**src/rtl/mac_stage.sv**
```systemverilog
// Four-lane multiply-accumulate stage feeding the RAM write-back stage.
// Sums N_TERMS sample*coef products per lane, then strobes web and holds MU1..MU4.
module mac_stage #(
    parameter int unsigned DW      = 8,
    parameter int unsigned CW      = 7,
    parameter int unsigned AW      = 18,
    parameter int unsigned N_TERMS = 8,
    parameter int unsigned HOLD    = 3
) (
    input  logic          clk,
    input  logic          rst,
    input  logic          start,
    input  logic          in_valid,
    input  logic [DW-1:0] data_in,
    input  logic [4*CW-1:0] coef,
    output logic [2:0]    term_idx,
    output logic          busy,
    output logic          web,
    output logic [AW-1:0] MU1,
    output logic [AW-1:0] MU2,
    output logic [AW-1:0] MU3,
    output logic [AW-1:0] MU4
);

    localparam int unsigned CntW = $clog2(HOLD + 1);

    typedef enum logic [1:0] {StIdle, StAcc, StDone, StCool} state_e;

    state_e          state_q, state_d;
    logic [2:0]      term_q, term_d;
    logic [CntW-1:0] cool_q, cool_d;
    logic [AW-1:0]   acc_q [4];
    logic [AW-1:0]   acc_d [4];
    logic [AW-1:0]   mu_q  [4];
    logic [AW-1:0]   mu_d  [4];
    logic [AW-1:0]   sum   [4];

    always_comb begin
        for (int i = 0; i < 4; i++) begin
            sum[i]   = acc_q[i] + AW'(data_in) * AW'(coef[i*CW +: CW]);
            acc_d[i] = acc_q[i];
            mu_d[i]  = mu_q[i];
        end
        state_d = state_q;
        term_d  = term_q;
        cool_d  = cool_q;

        unique case (state_q)
            StIdle: begin
                // start wins over a coincident in_valid; no beat taken here
                if (start) begin
                    state_d = StAcc;
                    term_d  = '0;
                    for (int i = 0; i < 4; i++) acc_d[i] = '0;
                end
            end
            StAcc: begin
                if (in_valid) begin
                    if (term_q == 3'(N_TERMS - 1)) begin
                        for (int i = 0; i < 4; i++) mu_d[i] = sum[i];
                        term_d  = '0;
                        state_d = StDone;
                    end else begin
                        for (int i = 0; i < 4; i++) acc_d[i] = sum[i];
                        term_d = term_q + 3'd1;
                    end
                end
            end
            StDone: begin
                cool_d  = '0;
                state_d = StCool;
            end
            StCool: begin
                if (cool_q == CntW'(HOLD - 1)) begin
                    state_d = StIdle;
                end else begin
                    cool_d = cool_q + CntW'(1);
                end
            end
            default: state_d = StIdle;
        endcase
    end

    always_ff @(posedge clk or negedge rst) begin
        if (!rst) begin
            state_q <= StIdle;
            term_q  <= '0;
            cool_q  <= '0;
            for (int i = 0; i < 4; i++) begin
                acc_q[i] <= '0;
                mu_q[i]  <= '0;
            end
        end else begin
            state_q <= state_d;
            term_q  <= term_d;
            cool_q  <= cool_d;
            for (int i = 0; i < 4; i++) begin
                acc_q[i] <= acc_d[i];
                mu_q[i]  <= mu_d[i];
            end
        end
    end

    assign term_idx = term_q;
    assign busy     = (state_q != StIdle);
    assign web      = (state_q == StDone);
    assign MU1      = mu_q[0];
    assign MU2      = mu_q[1];
    assign MU3      = mu_q[2];
    assign MU4      = mu_q[3];

endmodule

```
**config.mk**
```make
export PLATFORM = sky130hd
export DESIGN_NAME = mac_stage
export DESIGN_NICKNAME = d
export VERILOG_FILES = /design/src/rtl/mac_stage.sv
export SDC_FILE = /design/constraint.sdc
export NUM_CORES = 1
export LEC_CHECK = 0
export ABC_AREA = 1
export BUFFER_PORTS_ARGS = -buffer_cell sky130_fd_sc_hd__buf_2
export CAP_MARGIN = 20
export CORE_MARGIN = 3
export CORE_UTILIZATION = 50
export DETAILED_ROUTE_END_ITERATION = 8
export GPL_ROUTABILITY_DRIVEN = 0
export HOLD_SLACK_MARGIN = 0.1
export PLACE_DENSITY = 0.68
export SLEW_MARGIN = 0
export SYNTH_ARGS = -nofsm -noshare
export SYNTH_HDL_FRONTEND = slang
export SYNTH_SLANG_ARGS = --single-unit
```
**constraint.sdc**
```tcl
create_clock -name clk -period 5.6 [get_ports clk]
set_clock_uncertainty 0.2 [all_clocks]
set_input_delay 1.12 -clock clk [delete_from_list [all_inputs] [get_ports clk]]
set_output_delay 1.12 -clock clk [all_outputs]
set_load 0.05 [all_outputs]
```
* Yosys cells after proc, flatten, opt, wreduce, memory -nomap -nowiden
Index checks and enable logic that the tools add are counted.
** Storage, ports and cells
- Bits in registers :: 151
- Input bits :: 40
- Output and inout bits :: 77
- Word-level logic and storage cells :: 56
** Cells by class
- Mux-type cells :: 15
- Multiply operators :: 4
- Reduce and logical (&&, ||, !) cells :: 9
- Equal/unequal tests :: 11
- Add/sub/neg operators :: 6
** Operator list (count)
- $mux 72 :: 3
- $pmux 72 s2 :: 1
- $add 18x15->18 :: 4
- $mul 8x7->15 :: 4
- $ne 2x2->1 const B :: 6
- $mux 2 :: 5
- $mux 3 :: 3
- $pmux 2 s4 :: 1
- $reduce_and 4->1 :: 2
- $eq 2x2->1 const B :: 3
- $pmux 3 s2 :: 1
- $reduce_and 3->1 :: 2
- $reduce_bool 2->1 :: 3
- $pmux 2 s2 :: 1
- $add 3x1->3 const B :: 1
- $eq 3x3->1 const B :: 1
- $add 2x1->2 const B :: 1
- $eq 2x1->1 const B :: 1
- $logic_not 2->1 :: 1
- $reduce_and 2->1 :: 1

* Logic depth before layout (Yosys ltp)
- Word-level depth :: 5
- Gate-level depth with buffers :: 22
- Mapped depth without buffers :: 20

* Least setup slack after synthesis
OpenSTA, ideal clock, no wires.
- Path type :: input port to flip-flop
- From :: in data_in[6]
- To :: reg mu_q, in the netlist MU3[9]
- Data required time :: 5.282 ns
- Setup time :: 0.118 ns
- Buffers on the path :: 2
- Path slack :: 0.368 ns
- Cell stages on the path :: 18
- Arrival time :: 4.914 ns
- Cell sequence :: clkbuf_1 buf_1 nand2_1 fa_1 inv_1 fa_1 fa_1 inv_1 fa_1 inv_1 ha_1 nand2_1 inv_1 a21oi_1 nand2_1 or2_2 nand3_1 nand2_1
** Between the ends
- Word-level cells in the longest chain between the ends :: 2
** Ends and longest elaborated chain
- from (decl) :: line 14 : input logic [DW-1:0] data_in,
- $mul 8x7->15 :: line 40 : sum[i] = acc_q[i] + AW'(data_in) * AW'(coef[i*CW +: CW]);
- $add 18x15->18 :: line 40
- to (signal, indexed assignment) :: line 99 : mu_q[i] <= mu_d[i];
- to (decl) :: line 34 : logic [AW-1:0] mu_q [4];
No other way between the ends.
A chain may end at the register's enable or synchronous reset.

* Final worst setup path
- From :: in data_in[5]
- To :: reg mu_q, in the netlist MU1[8]
Same word-level chain as after synthesis.

==> summary.md <==
| Metric | Value |
|---|---|
| Core area | `32000 sq um` |
| Vias per Instance | `4.94` |
| Num rows | `65` |
| VDD IR max | `289 uV` |
| Post-CTS Setup Inserts | `0` |
| Pwr Total | `9.75 mW` |
| First-pass GRT wire length | `69.0 mm` |
| H-tree depth | `4` |
| Clk Latency, worst-skew pair | `0.44 ns` |
| DRT iter0 DRCs | `1002` |
| Routed WL | `40.2 mm` |
| Cell area after synthesis | `16500 sq um` |
| Placed instance count | `2773` |
| Path type of the worst setup path | `in -> reg` |
| Initial core utilization | `0.515` |
| Synth Instances | `2280` |
| Status | `complete, no violations` |
| Crit path DAT | `5.32 ns` |
| Post-route DRC | `0` |
| First-pass iteration count of the detailed router | `5` |
| Post-route cell area | `18100 sq um` |
| PortBufs | `116` |
| Yosys Warn Count | `0` |
| Routed WL per cell | `14.3 um` |
| IO Count | `117` |
| Clock Pin Slew Worst Setup and Hold Paths | `0.07 ns` |
| Final worst slack | `0.404 ns` |
| Crit end category | `flop` |
| GRT Util Overall | `0.240` |
| Die height | `188 um` |
| Yosys reg bits | `151` |
| # fillers | `3113` |
| # hold bufs at CTS | `0` |
| Cell Pwr Density | `538 nW/um^2` |
| Worst hold-check path type | `reg -> reg` |
| Register area share after synthesis | `0.229` |
| # clock sinks | `151` |
| CTS Root Cell | `clkbuf_16` |
| Vias in the first global route | `14000` |
| Post-CTS Resized | `0` |
| Die width | `188 um` |
| Netlist cell types | `27` |
| Proportion of layout cells with a drive suffix above 1 | `0.0793` |
| Syn avg cell area | `7.24 sq um` |
| Primary FF master, synth | `dfrtp_1` |
| Critical path peak fanout | `28` |
| Final HPWL DP | `30.3 mm` |
| Cell leakage power | `11.6 nW` |
| Non-Filler Instances | `2805` |
| Worst Path Required | `5.73 ns` |
| Total congestion overflow | `0` |
| DP Worst Slack | `0.0415 ns` |
| Clk buf depth | `2` |
| CTS tree | `built` |
| ANT cells | `0` |
| Post-synth EDFFs | `0` |
| Layout Nets | `2733` |
| Worst slew pin tran | `0.893 ns` |
| Max Clock Freq | `192 MHz` |
| Ys async rst share | `1.00` |
| R2R setup slack | `1.89 ns` |
| Placed cell area | `17500 sq um` |
| Final hold slack | `0.267 ns` |
| Tcrit/Tclk final | `0.928` |
| Final core utilization | `0.566` |
| Worst setup SP type | `input port` |
| Post-route antenna net violation count | `0` |
| Slew Viols, Final | `0` |
| FF+latch area | `3780 sq um` |
| CTS Buf Count | `17` |
| Syn Nets | `2656` |
| Crit path time final | `5.20 ns` |
| Antenna violations before repair | `1` |
| Final Hold Viols | `0` |
| Setup violators final | `0` |
| Die footprint | `35200 sq um` |
| Layout area overhead | `9.88%` |
| Setup TNS | `0 ns` |
| Pin count of the biggest net entering global routing | `90` |
| Via count | `13900` |
| Count of max-cap constraint violations | `0` |
| Max transition margin | `0.405` |
| Footprint of the multi-input gates | `10100 sq um` |
| RSZ-0062 raised after global routing | `false` |
[placed cells by master (no fill, tap or decap), types with 10 or more instances in the layout]
| cell | instances |
|---|---|
| nand2_1 | 774 |
| inv_1 | 610 |
| fa_1 | 168 |
| ha_1 | 168 |
| dfrtp_1 | 151 |
| nand3_1 | 123 |
| buf_2 | 115 |
| nor2_1 | 42 |
| o21ai_1 | 32 |
| a21oi_1 | 31 |
| o21ai_0 | 28 |
| buf_4 | 21 |
| clkbuf_16 | 17 |
| or2_2 | 13 |
| nor3_1 | 13 |
| nand3b_1 | 11 |
| xnor2_1 | 10 |
[where the power goes]
| group | total, mW | switching [mW] | internal (mW) | leakage, nW |
|---|---|---|---|---|
| Sequential | 1.62 | 0.192 | 1.43 | 1.98 |
| Clock | 1.34 | 0.567 | 0.770 | 0.323 |
| Combinational | 6.80 | 4.55 | 2.24 | 9.27 |
[cell usage after synthesis, types with 28 or more instances]
master    number  area (sq um)
a21oi_1       31           155
nand3_1      123           616
ha_1         168          2100
nor2_1        42           158
o21ai_0       28           140
o21ai_1       32           160
dfrtp_1      151          3780
nand2_1      774          2910
inv_1        610          2290
clkbuf_1      36           135
fa_1         168          3360
[layout make-up]
class | count | share of cell area
Inverter | 614 | 0.127
Clock buffer | 17 | 0.0235
Tap cell | 435 | 0.0300
Multi-Input combinational cell | 1435 | 0.556
Timing Repair Buffer | 138 | 0.0422
Sequential cell | 151 | 0.208
Clock inverter | 15 | 0.0126
[layer usage]
layer / global-route usage / wire [um] / up-vias / share of wire
met5: 0 / 13 / - / 0.00032
met4: 0.0473 / 418 / 2 / 0.010
met3: 0.0389 / 2780 / 30 / 0.069
met2: 0.382 / 17900 / 431 / 0.44
met1: 0.348 / 19100 / 6617 / 0.48
li1: - / - / 6782 / -
[flip-flops by register name, indices dropped and copies added, names as in the netlist]
signal,flops
MU2,18
MU1,18
term_idx,3
MU4,18
MU3,18
cool_q,2
acc_q,72
state_q,2
[cell families after synthesis]
| kind of cell | Yosys count | synth area share |
|---|---|---|
| buffers and inverters | 694 | 0.160 |
| AOI/OAI and AO/OA | 99 | 0.0308 |
| DFF | 151 | 0.229 |
| xor gates and xnor gates | 17 | 0.00902 |
| adders and majority gates | 336 | 0.331 |
| and+or+nand+nor | 983 | 0.240 |
[worst paths after layout]
| path | start | to | depth (start not counted) |
|---|---|---|---|
| min reg2reg | MU1[4] | MU1[4] | 2 |
| max in group asynchronous | rst | MU3[16] | 2 |
| max reg2reg | acc_q[60] | MU1[8] | 15 |
| max | data_in[5] | MU1[8] | 17 |
| min | MU1[4] | MU1[4] | 2 |
| min in group asynchronous | rst | cool_q[0] | 1 |
[worst max-delay path, stage by stage]
cell	delay [ns]
buf_2	0.56
nand2_1	0.16
fa_1	0.54
inv_1	0.06
fa_1	0.48
fa_1	0.49
inv_1	0.05
fa_1	0.47
inv_1	0.05
ha_1	0.33
nand2_1	0.16
inv_1	0.05
nand2_1	0.06
nand3_1	0.21
or2_2	0.35
nand3_1	0.08
nand2_1	0.07
Power figures use the tool's default switching activity.
